**src/rtl/serial_adder_pkg.sv**
```systemverilog
// Shared encodings and defaults for the bit-serial adder controller.
// Consumed by serial_adder_ctrl; no configuration macros live here.
package serial_adder_pkg;

    localparam int DEFAULT_WIDTH = 8;

    typedef enum logic [1:0] {
        IDLE = 2'd0,
        RUN  = 2'd1,
        DONE = 2'd2
    } state_t;

endpackage

```
**src/rtl/serial_adder_ctrl_fa_slice.sv**
```systemverilog
// One-bit full adder slice (fa_slice) assembled from two half_adder cells and an OR.
// Shared by the serial controller for every bit position of the operands.
module half_adder (
    input  logic i_a,
    input  logic i_b,
    output logic o_s,
    output logic o_c
);

    assign o_s = i_a ^ i_b;
    assign o_c = i_a & i_b;

endmodule

module fa_slice (
    input  logic x,
    input  logic y,
    input  logic ci,
    output logic s,
    output logic cout
);

    logic w_partialSum;
    logic w_generate;
    logic w_propagateCarry;

    half_adder u_haInputs (
        .i_a (x),
        .i_b (y),
        .o_s (w_partialSum),
        .o_c (w_generate)
    );

    half_adder u_haCarry (
        .i_a (w_partialSum),
        .i_b (ci),
        .o_s (s),
        .o_c (w_propagateCarry)
    );

    assign cout = w_generate | w_propagateCarry;

endmodule

```
**src/rtl/serial_adder_ctrl.sv**
```systemverilog
// Bit-serial adder controller: one fa_slice reused LSB-first over WIDTH cycles.
// Define SERIAL_ADDER_OVF_EN to add the registered signed-overflow output ovf.
module serial_adder_ctrl
    import serial_adder_pkg::*;
#(
    parameter int WIDTH = DEFAULT_WIDTH
) (
    input  logic             clk,
    input  logic             rst,
    input  logic             start,
    input  logic [WIDTH-1:0] a,
    input  logic [WIDTH-1:0] b,
    input  logic             cin,
    output logic             busy,
    output logic             done,
    output logic [WIDTH-1:0] sum,
    output logic             cout
`ifdef SERIAL_ADDER_OVF_EN
    ,
    output logic             ovf
`endif
);

    localparam int CNT_W = $clog2(WIDTH);

    state_t r_state;
    state_t w_nextState;
    logic   w_accept;
    logic   w_lastBit;

    logic [WIDTH-1:0] r_aShift;
    logic [WIDTH-1:0] r_bShift;
    // Holds the WIDTH-1 sum bits already produced; the final bit joins them on the last cycle.
    logic [WIDTH-2:0] r_sumShift;
    logic             r_carry;
    logic [CNT_W-1:0] r_count;
    logic [WIDTH-1:0] r_sum;
    logic             r_cout;

    logic             w_sliceSum;
    logic             w_sliceCarry;
    logic [WIDTH-1:0] w_sumNext;

    fa_slice u_slice (
        .x    (r_aShift[0]),
        .y    (r_bShift[0]),
        .ci   (r_carry),
        .s    (w_sliceSum),
        .cout (w_sliceCarry)
    );

    assign w_lastBit = (r_count == CNT_W'(WIDTH - 1));
    assign w_sumNext = {w_sliceSum, r_sumShift};

    always_ff @(posedge clk) begin
        if (rst) begin
            r_state <= IDLE;
        end else begin
            r_state <= w_nextState;
        end
    end

    always_comb begin
        w_nextState = r_state;
        w_accept    = 1'b0;
        busy        = 1'b0;
        done        = 1'b0;
        case (r_state)
            IDLE: begin
                if (start) begin
                    w_accept    = 1'b1;
                    w_nextState = RUN;
                end
            end
            RUN: begin
                busy = 1'b1;
                if (w_lastBit) begin
                    w_nextState = DONE;
                end
            end
            DONE: begin
                done = 1'b1;
                // A start in the result cycle chains straight into the next addition.
                if (start) begin
                    w_accept    = 1'b1;
                    w_nextState = RUN;
                end else begin
                    w_nextState = IDLE;
                end
            end
            default: begin
                w_nextState = IDLE;
            end
        endcase
    end

    always_ff @(posedge clk) begin
        if (rst) begin
            r_aShift   <= '0;
            r_bShift   <= '0;
            r_sumShift <= '0;
            r_carry    <= 1'b0;
            r_count    <= '0;
            r_sum      <= '0;
            r_cout     <= 1'b0;
        end else if (w_accept) begin
            r_aShift   <= a;
            r_bShift   <= b;
            r_sumShift <= '0;
            r_carry    <= cin;
            r_count    <= '0;
        end else if (r_state == RUN) begin
            r_aShift   <= r_aShift >> 1;
            r_bShift   <= r_bShift >> 1;
            r_sumShift <= w_sumNext[WIDTH-1:1];
            r_carry    <= w_sliceCarry;
            r_count    <= r_count + CNT_W'(1);
            if (w_lastBit) begin
                r_sum  <= w_sumNext;
                r_cout <= w_sliceCarry;
            end
        end
    end

`ifdef SERIAL_ADDER_OVF_EN
    logic r_ovf;

    // r_carry is the carry into the MSB during the final RUN cycle.
    always_ff @(posedge clk) begin
        if (rst) begin
            r_ovf <= 1'b0;
        end else if (r_state == RUN && w_lastBit) begin
            r_ovf <= r_carry ^ w_sliceCarry;
        end
    end

    assign ovf = r_ovf;
`endif

    assign sum  = r_sum;
    assign cout = r_cout;

endmodule

```
**config.mk**
```make
export PLATFORM = sky130hd
export DESIGN_NAME = serial_adder_ctrl
export DESIGN_NICKNAME = d
export VERILOG_FILES = /design/src/rtl/serial_adder_pkg.sv /design/src/rtl/serial_adder_ctrl_fa_slice.sv /design/src/rtl/serial_adder_ctrl.sv
export SDC_FILE = /design/constraint.sdc
export NUM_CORES = 1
export LEC_CHECK = 0
export CORE_MARGIN = 8
export CORE_UTILIZATION = 54
export DETAILED_ROUTE_END_ITERATION = 10
export HOLD_SLACK_MARGIN = 0.12
export PLACE_DENSITY = 0.84
export SYNTH_ARGS = -nofsm -noshare
export SYNTH_HDL_FRONTEND = slang
export SYNTH_SLANG_ARGS = --single-unit
export TNS_END_PERCENT = 10
```
**constraint.sdc**
```tcl
create_clock -name clk -period 2.4 [get_ports clk]
set_input_delay 0.48 -clock clk [delete_from_list [all_inputs] [get_ports clk]]
set_output_delay 0.48 -clock clk [all_outputs]
set_load 0.05 [all_outputs]
```
Yosys cells after proc, flatten, opt, wreduce, memory -nomap -nowiden --
Index checks and enable logic that the tools add are counted.
Operators by class: $add $sub $neg 1, eq/ne operators 5, muxes and demuxes 14, bitwise operators 6, reduce and logical (&&, ||, !) cells 6
Operators by type and width (count):
- $mux W8 | 4
- $mux W1 | 7
- $pmux W2 S3 | 1
- $mux W2 | 2
- $ne A2 B2 Y1 const B | 2
- $reduce_or A2 Y1 | 2
- $add A3 B1 Y3 const B | 1
- $eq A3 B3 Y1 const B | 1
- $reduce_and A3 Y1 | 1
- $and A1 B1 Y1 | 2
- $eq A2 B1 Y1 const B | 1
- $eq A2 B2 Y1 const B | 1
- $logic_not A2 Y1 | 1
- $reduce_and A2 Y1 | 1
- $reduce_bool A2 Y1 | 1
- $xor A1 B1 Y1 | 2
- $not A1 Y1 | 1
- $or A1 B1 Y1 | 1
Word-level totals: flip-flop bits (word level) 38, output and inout port bits 11, word-level logic and storage cells 40

Logic depth before layout (Yosys ltp) --
Gate-level depths: netlist of run 1.
depth after elaboration 5, gate-level depth with buffers 6, gate-level depth less buffers 5

By module --
A second synthesis of run 1 with hierarchy kept.
Second synthesis, totals: cell total of the unflattened synthesis 179, area total of the unflattened synthesis 1559.0 um^2
By module, submodules not included:
- serial_adder_ctrl | times used 1, cells each 176, area each 1527.7 um^2
- half_adder | times used 2, cells each 1, area each 12.5 um^2
- fa_slice | times used 1, cells each 1, area each 6.3 um^2

Worst setup path after synthesis of run 1 --
Ideal clock, no wire load.
path kind register to output, from reg r_state[0], to out done, data arrival time 1.024 ns, data required time 1.920 ns, slack 0.896 ns, cell stages (with the launch flop) 2, cell sequence dfxtp_1 > nor2b_1
Between the ends: longest elaborated chain between the ends 2
RTL lines:
- start, declared | line serial_adder_ctrl.sv:26 | state_t r_state;
- start signal, assigned | line serial_adder_ctrl.sv:59 | r_state <= w_nextState;
- $eq A2 B2 Y1 | line serial_adder_ctrl.sv:68 | case (r_state)
- $mux W1 | line serial_adder_ctrl.sv:68
- end, declared | line serial_adder_ctrl.sv:15 | output logic done,
No other way between the ends.

Worst setup path in the final report of run 1 --
Same ends and word-level chain as after synthesis.

==> out/results.tsv, run 1 <==
metric	value	unit
period_share	88.29	%
die_width	69.54	µm
io_buffers	30	
drive_above_1_share	8.780	%
syn_area_per_cell	8.744	µm²
numCtsBuffers	5	
drc	0	
tritoncts	built	
fin_ws	0.2811	ns
placed_cells	228	
critPathMaxStageDelay	0.81	ns
cts.path.max_buffers	2	
outcome	finished clean	
intPower	1.090	mW
r2r-end	sum[2]	
ys_seq_area_share	49.15	%
cap_viol_max_count	0	
avgRoutedWirePerCell	14.21	µm
htreeDepth	2	
wl	3.353	mm
layout_commonest_cell	nand2_1	
cp.arrival	1.64	ns
insertion_delay	0.34	ns
slew_viol_final	0	
cp_max_fo	5	
rrSetupSlack	0.89	ns
worst_pin_slew	0.5014	ns
synth_area	1548	µm²
clk_pin_slew_worst_paths	0.11	ns
crit_buf_inv	1	
swShare	22.65	%
pre_cts_ws	0.6071	ns
p_seq_share	48.3	%
worstHoldStart	sum[5]	
finClkSkew	0.005410	ns
synth_nets	200	
fin_setup_tns	0	ns
antenna_cells	0	
r2r_start	r_count[0]	
core_region_area	2734	µm²
final_nets	227	
setup_violations	0	
p_sw	319.0	µW
ctsResizeCount	0	
grt_first_pass_wirelength	5.727	mm
fmax	471.9	MHz
crit_slowest_cell	clkdlybuf4s50_1	
fp.dieH	69.54	µm
initial_core_util	56.61	%
clkPwrFrac	39.6	%
drtIter0Drc	92	
ff2ff_path_depth	6	
crit_type	flip-flop to output pin	
firstDrtPassIters	4	
combPwrFrac	12.1	%
route.vias.total	1352	
cp-start-kind	flip-flop	
post-route-min-period	2.119	ns
vdd.ir_drop.worst	0.7506	mV
final_cells	236	
cp_data_required_time	1.92	ns
yosysWarnings	0	
ys_types	25	
grt-ovfl-total	0	
cp_num_cells	2	
cts.sinks	38	
hold_path_end	sum[5]	
io_pins	31	
grt_util_all_layers	13.89	%
postSynthCellCount	177	
ys_ff_latch	38	
cellPowerDensity	732.0	nW/µm²
p_leak	0.6767	nW
cts-root-buf	clkbuf_4	
grt_start_max_net_pins	37	
antenna_found_initial	0	
rows	19	
final_cell_mix	40 x nand2_1, 38 x dfxtp_1, 29 x clkdlybuf4s50_1	
finalHoldViolCount	0	
end_kind	output pin	
hold_path.class	flip-flop to flip-flop	
place.gp.congestion	0.7398	
whs_path_depth	2	
ant_nets	0	
dieArea	4835	µm²
relSlewSlack	66.47	%
cp_cell_sequence	nor2b_1 > clkdlybuf4s50_1	
first_global_vias	1321	
vias_per_cell	5.729	
path_delay_family	buffers and inverters	
cts_setup_buffers	0	
dp_hpwl	2.253	mm
cts_hold_buf	0	
area_growth	24.33	%
rsz0062_at_grt	no	
## power groups by stage
stage                     Combinational [mW]  Sequential (mW)  Clock [mW]
after CTS                              0.169            0.680       0.567
final                                  0.170            0.680       0.558
after global placement                 0.160            0.692           0
after global routing                   0.185            0.683       0.593
after floorplan                        0.127            0.689           0
after detailed placement               0.166            0.694           0
## worst max-delay path by stage
| stage | startpoint | to | slack [ns] |
|---|---|---|---|
| after floorplan | r_state[0] | done | 0.90 |
| after global placement | r_state[0] | done | 0.67 |
| after detailed placement | start | r_bShift[7] | 0.61 |
| after CTS | r_state[0] | done | 0.25 |
| after global routing | r_state[0] | done | 0.21 |
| final | r_state[0] | done | 0.28 |
## layout make-up
class,count,area (µm²)
fill,201,809.5
clock inverter,2,60.06
clock buffer,6,51.30
tap,31,38.79
inverter,1,16.27
multi-input combinational,124,669.4
timing repair buffer,34,327.8
sequential,38,760.7
## per-layer routing
layer	track usage [%]	routed length, µm	vias to the layer above
met3	5.293	176	7
met2	23.87	1744	38
met5	0	0	-
li1	-	-	664
met4	5.239	57	0
met1	15.00	1374	643
## metrics by stage
stage	instance area [µm²]	util [%]	power [mW]	hold WS, ns
after global routing	1924	70.39	1.461	0.4873
after floorplan	1548	-	0.8165	0.4366
final	1924	70.39	1.409	0.4608
after CTS	1924	70.39	1.416	0.4653
after detailed placement	1813	66.32	0.8599	0.4495
after global placement	1813	66.32	0.8515	0.4417
## state kept, by name, indices dropped and copies added, names as in the netlist
signal and cells:
r_count 3, r_carry 1, r_state 2, r_sumShift 7, r_aShift 8, cout 1
r_bShift 8, sum 8
## tightest hold or removal path: cells and delay by family, from the launching register on
family,cells,cell delay (ns)
AO/OA/AOI/OAI,1,0.05
AND/OR/NAND/NOR,1,0.05
flip-flops,1,0.33
## cell families (layout without fill, tap and decap cells)
group                    after synthesis  count (layout)  share of synthesized area, %
AO/OA/AOI/OAI                         36              36                         15.20
XOR/XNOR                               1               1                        0.5660
adder cells (fa/ha/maj)                3               3                         2.910
buffers and inverters                 15              43                         7.598
flip-flops                            38              38                         49.15
multiplexers                           1               1                        0.6468
AND/OR/NAND/NOR                       83              83                         23.93
## cell usage after synthesis (all sizes together)
cell / instances / area, µm²
clkbuf: 3 / 11.26
a311oi: 6 / 65.06
a21oi: 20 / 100.1
clkinv: 1 / 16.27
buf: 11 / 90.07
o22ai: 8 / 50.05
a22oi: 1 / 12.51
xnor2: 1 / 8.760
nand2b: 3 / 26.27
fa: 1 / 20.02
o21a: 1 / 7.510
nand3b: 1 / 7.510
nand3: 11 / 55.05
nor2b: 2 / 12.51
nand2: 40 / 150.1
mux2i: 1 / 10.01
dfxtp: 38 / 760.7
nor2: 9 / 33.78
ha: 2 / 25.02
nor3: 17 / 85.08
No activity file was read; power rests on OpenSTA's default activity.
==> run 2, diff against run 1 <==
CORE_MARGIN = 4   (was 8)
==> out/results.tsv, run 2 (synthesis results as in run 1) <==
metric	value	unit
rsz0062_at_grt	no	
final_cell_mix	40 x nand2_1, 38 x dfxtp_1, 29 x clkdlybuf4s50_1	
crit_type	flip-flop to output pin	
cts-root-buf	clkbuf_4	
numCtsBuffers	5	
area_growth	20.53	%
final_nets	226	
cts.sinks	38	
setup_violations	0	
end_kind	output pin	
grt_start_max_net_pins	37	
clk_pin_slew_worst_paths	0.11	ns
finClkSkew	0.004862	ns
io_pins	31	
cellPowerDensity	640.8	nW/µm²
relSlewSlack	65.30	%
firstDrtPassIters	4	
slew_viol_final	0	
fin_util	67.65	%
vias_per_cell	5.749	
cts.path.max_buffers	2	
antenna_cells	0	
grt_first_pass_wirelength	5.595	mm
ff2ff_path_depth	5	
critPathLaunch	r_state[0]	
worst_pin_slew	0.5189	ns
drive_above_1_share	7.843	%
place.gp.congestion	0.7449	
wl	3.252	mm
cts_setup_buffers	0	
whs_path_depth	2	
initial_core_util	56.13	%
post-route-min-period	2.133	ns
cts_hold_buf	0	
grt-ovfl-total	0	
grt_util_all_layers	20.42	%
fin_setup_tns	0	ns
layout_commonest_cell	nand2_1	
cap_viol_max_count	0	
placed_cells	227	
worstHoldStart	cout	
ctsResizeCount	0	
htreeDepth	2	
hold_ws	0.4578	ns
first_global_vias	1290	
ant_nets	0	
cp.arrival	1.65	ns
fp.dieH	61.54	µm
cp-start-kind	flip-flop	
rrSetupSlack	0.77	ns
outcome	finished clean	
route.vias.total	1351	
avgRoutedWirePerCell	13.84	µm
antenna_found_initial	0	
p_leak	0.6480	nW
die_width	61.54	µm
r2r-end	sum[1]	
finalHoldViolCount	0	
insertion_delay	0.35	ns
dp_hpwl	2.286	mm
drtIter0Drc	42	
drc	0	
rows	19	
io_buffers	30	
final_cells	235	
hold_path.class	flip-flop to flip-flop	
hold_path_end	cout	
tritoncts	built	
period_share	88.86	%
r2r_start	r_count[0]	
dieArea	3787	µm²
cp_data_required_time	1.92	ns
fmax	468.9	MHz
vdd.ir_drop.worst	0.4674	mV
cp_max_fo	5	
core_region_area	2758	µm²
fill_cells	256	
==> run 2: how the worst max path moves through the flow <==
stage                       to  depth (start not counted)
global route              done                          2
CTS                       done                          2
global placement    r_count[0]                          3
finish                    done                          2
floorplan                 done                          1
detailed placement  r_count[0]                          3
==> run 2: cell type report <==
class	instances	area [µm²]	share of cell area, %
clock buffer	7	55.05	2.951
tap	31	38.79	2.079
timing repair buffer	33	320.3	17.17
clock inverter	1	5.005	0.2683
multi-input combinational	124	669.4	35.88
inverter	1	16.27	0.8719
sequential	38	760.7	40.78
==> run 2: power by group <==
group / internal, mW / total [mW] / leakage (nW) / switching, mW
Combinational: 0.0760 / 0.169 / 0.303 / 0.0934
Clock: 0.142 / 0.346 / 0.0353 / 0.204
Sequential: 0.661 / 0.680 / 0.310 / 0.0193
Total: 0.879 / 1.20 / 0.648 / 0.317
==> run 2: per-layer routing <==
layer	global-route usage (%)	vias to the layer above	wire, µm
met3	7.338	12	218
met5	0	-	0
met4	10.00	0	91
met2	33.93	46	1594
met1	23.08	627	1347
li1	-	666	-
==> run 2: critical path, stage by stage (launching register included) <==
cell and delay, ns:
dfxtp_1 0.36, nor2b_1 0.12, clkdlybuf4s50_1 0.82
==> run 2: per-stage QoR <==
stage / setup WS [ns] / total power, mW / area [µm²]
floorplan: 0.8960 / 0.8165 / 1548
global placement: 0.6587 / 0.8524 / 1805
detailed placement: 0.5939 / 0.8627 / 1805
CTS: 0.2532 / 1.205 / 1866
global route: 0.1847 / 1.256 / 1866
finish: 0.2674 / 1.195 / 1866
==> run 3, diff against run 2 <==
RECOVER_POWER = 100   (was default)
==> out/results.tsv, run 3 (synthesis results as in run 1) <==
metric	value	unit
outcome	finished clean	
multi_input_area	656.9	µm²
crit_buf_inv	1	
initial_core_util	56.13	%
cp_num_cells	2	
ff2ff_path_depth	5	
final_cells	235	
placed_cells	227	
fin_setup_tns	0	ns
core_region_area	2758	µm²
p_seq_share	57.1	%
firstDrtPassIters	4	
io_pins	31	
cellPowerDensity	644.4	nW/µm²
first_global_vias	1290	
fmax	455.7	MHz
cts_setup_buffers	0	
finClkSkew	0.003032	ns
final_nets	226	
rows	19	
crit_slowest_cell	dlygate4sd3_1	
p_leak	0.6784	nW
critPathMaxStageDelay	0.89	ns
ant_nets	0	
layout_commonest_cell	nand2_1	
vias_per_cell	5.770	
dieArea	3787	µm²
grt_start_max_net_pins	37	
fin_util	67.06	%
cp_data_required_time	1.92	ns
cp-start-kind	flip-flop	
rsz0062_at_grt	no	
fp.dieH	61.54	µm
cts.sinks	38	
drc	0	
seq_area	760.7	µm²
combPwrFrac	13.9	%
whs_path_depth	2	
numCtsBuffers	5	
vdd.ir_drop.worst	0.4678	mV
worst_pin_slew	0.8193	ns
tritoncts	built	
clk_pin_slew_worst_paths	0.10	ns
cts.path.max_buffers	2	
hold_path.class	flip-flop to flip-flop	
wl	3.291	mm
avgRoutedWirePerCell	14.00	µm
p_sw	315.2	µW
drtIter0Drc	49	
path_delay_family	buffers and inverters	
cts-root-buf	clkbuf_4	
final_cell_mix	40 x nand2_1, 38 x dfxtp_1, 20 x a21oi_1	
insertion_delay	0.35	ns
finalHoldViolCount	0	
end_kind	output pin	
cp.arrival	1.71	ns
antenna_cells	0	
ctsResizeCount	0	
die_width	61.54	µm
slew_viol_final	0	
cap_viol_max_count	0	
dp_hpwl	2.286	mm
cts_hold_buf	0	
crit_type	flip-flop to output pin	
clkPwrFrac	29.0	%
area_growth	19.48	%
antenna_found_initial	0	
fill_cells	259	
intPower	876.6	µW
grt_first_pass_wirelength	5.595	mm
cp_max_fo	5	
swShare	26.45	%
io_buffers	30	
cp_cell_sequence	nor2b_1 > dlygate4sd3_1	
grt-ovfl-total	0	
place.gp.congestion	0.7449	
hold_ws	0.4547	ns
period_share	91.44	%
grt_util_all_layers	20.42	%
drive_above_1_share	6.373	%
setup_violations	0	
relSlewSlack	45.38	%
htreeDepth	2	
route.vias.total	1356	
post-route-min-period	2.195	ns
-- run 3: cell types whose count changed in the layout (fill, tap and decap cells not counted) --
| cell | before | now |
|---|---|---|
| a311oi_1 | 4 | 6 |
| clkbuf_1 | 1 | 2 |
| clkdlybuf4s50_1 | 29 | 18 |
| a311oi_2 | 2 | 0 |
| dlygate4sd3_1 | 0 | 11 |
| buf_4 | 4 | 3 |
-- run 3: cell type report --
class                   instances  share of cell area [%]
clock buffers                   7                   2.977
repair buffers                 33                   17.12
multi-input cells             124                   35.52
clock inverters                 1                  0.2706
well taps                      31                   2.097
inverters                       1                  0.8796
flip-flops and latches         38                   41.14
-- run 3: worst reg2reg max path, cell delays in order (launching register included) --
cell and delay [ns]:
dfxtp_1 0.37, ha_1 0.16, ha_1 0.39, nand3b_1 0.36, nand2_1 0.16, a21oi_1 0.07
-- run 3: through the flow --
stage / cell area (µm²) / setup WS (ns) / total power [mW]
6_report: 1849 / 0.2055 / 1.192
5_1_grt: 1849 / 0.1242 / 1.253
4_1_cts: 1866 / 0.2532 / 1.205
3_5_place_dp: 1805 / 0.5939 / 0.8627
3_3_place_gp: 1805 / 0.6587 / 0.8524
2_1_floorplan: 1548 / 0.8960 / 0.8165
-- run 3: final timing paths --
path	slack, ns	startpoint	to
worst min-delay path	0.45	cout	cout
worst max-delay path	0.21	r_state[0]	done
worst max register to register	0.74	r_count[0]	sum[7]
worst min register to register	0.45	cout	cout
-- run 3: layer usage --
| metal | part of all wire, % | routed length, µm | global-route usage [%] |
|---|---|---|---|
| met3 | 5.5 | 181 | 7.338 |
| met1 | 42 | 1398 | 23.08 |
| met4 | 2.6 | 85 | 10.00 |
| met5 | 0 | 0 | 0 |
| met2 | 49 | 1625 | 33.93 |
-- run 3: power by group through the flow --
stage / logic (mW) / registers [mW] / clock network [mW]
after floorplan: 0.127 / 0.689 / 0
after global placement: 0.160 / 0.692 / 0
after detailed placement: 0.168 / 0.694 / 0
after CTS: 0.169 / 0.680 / 0.356
after global routing: 0.182 / 0.684 / 0.386
final: 0.166 / 0.681 / 0.345
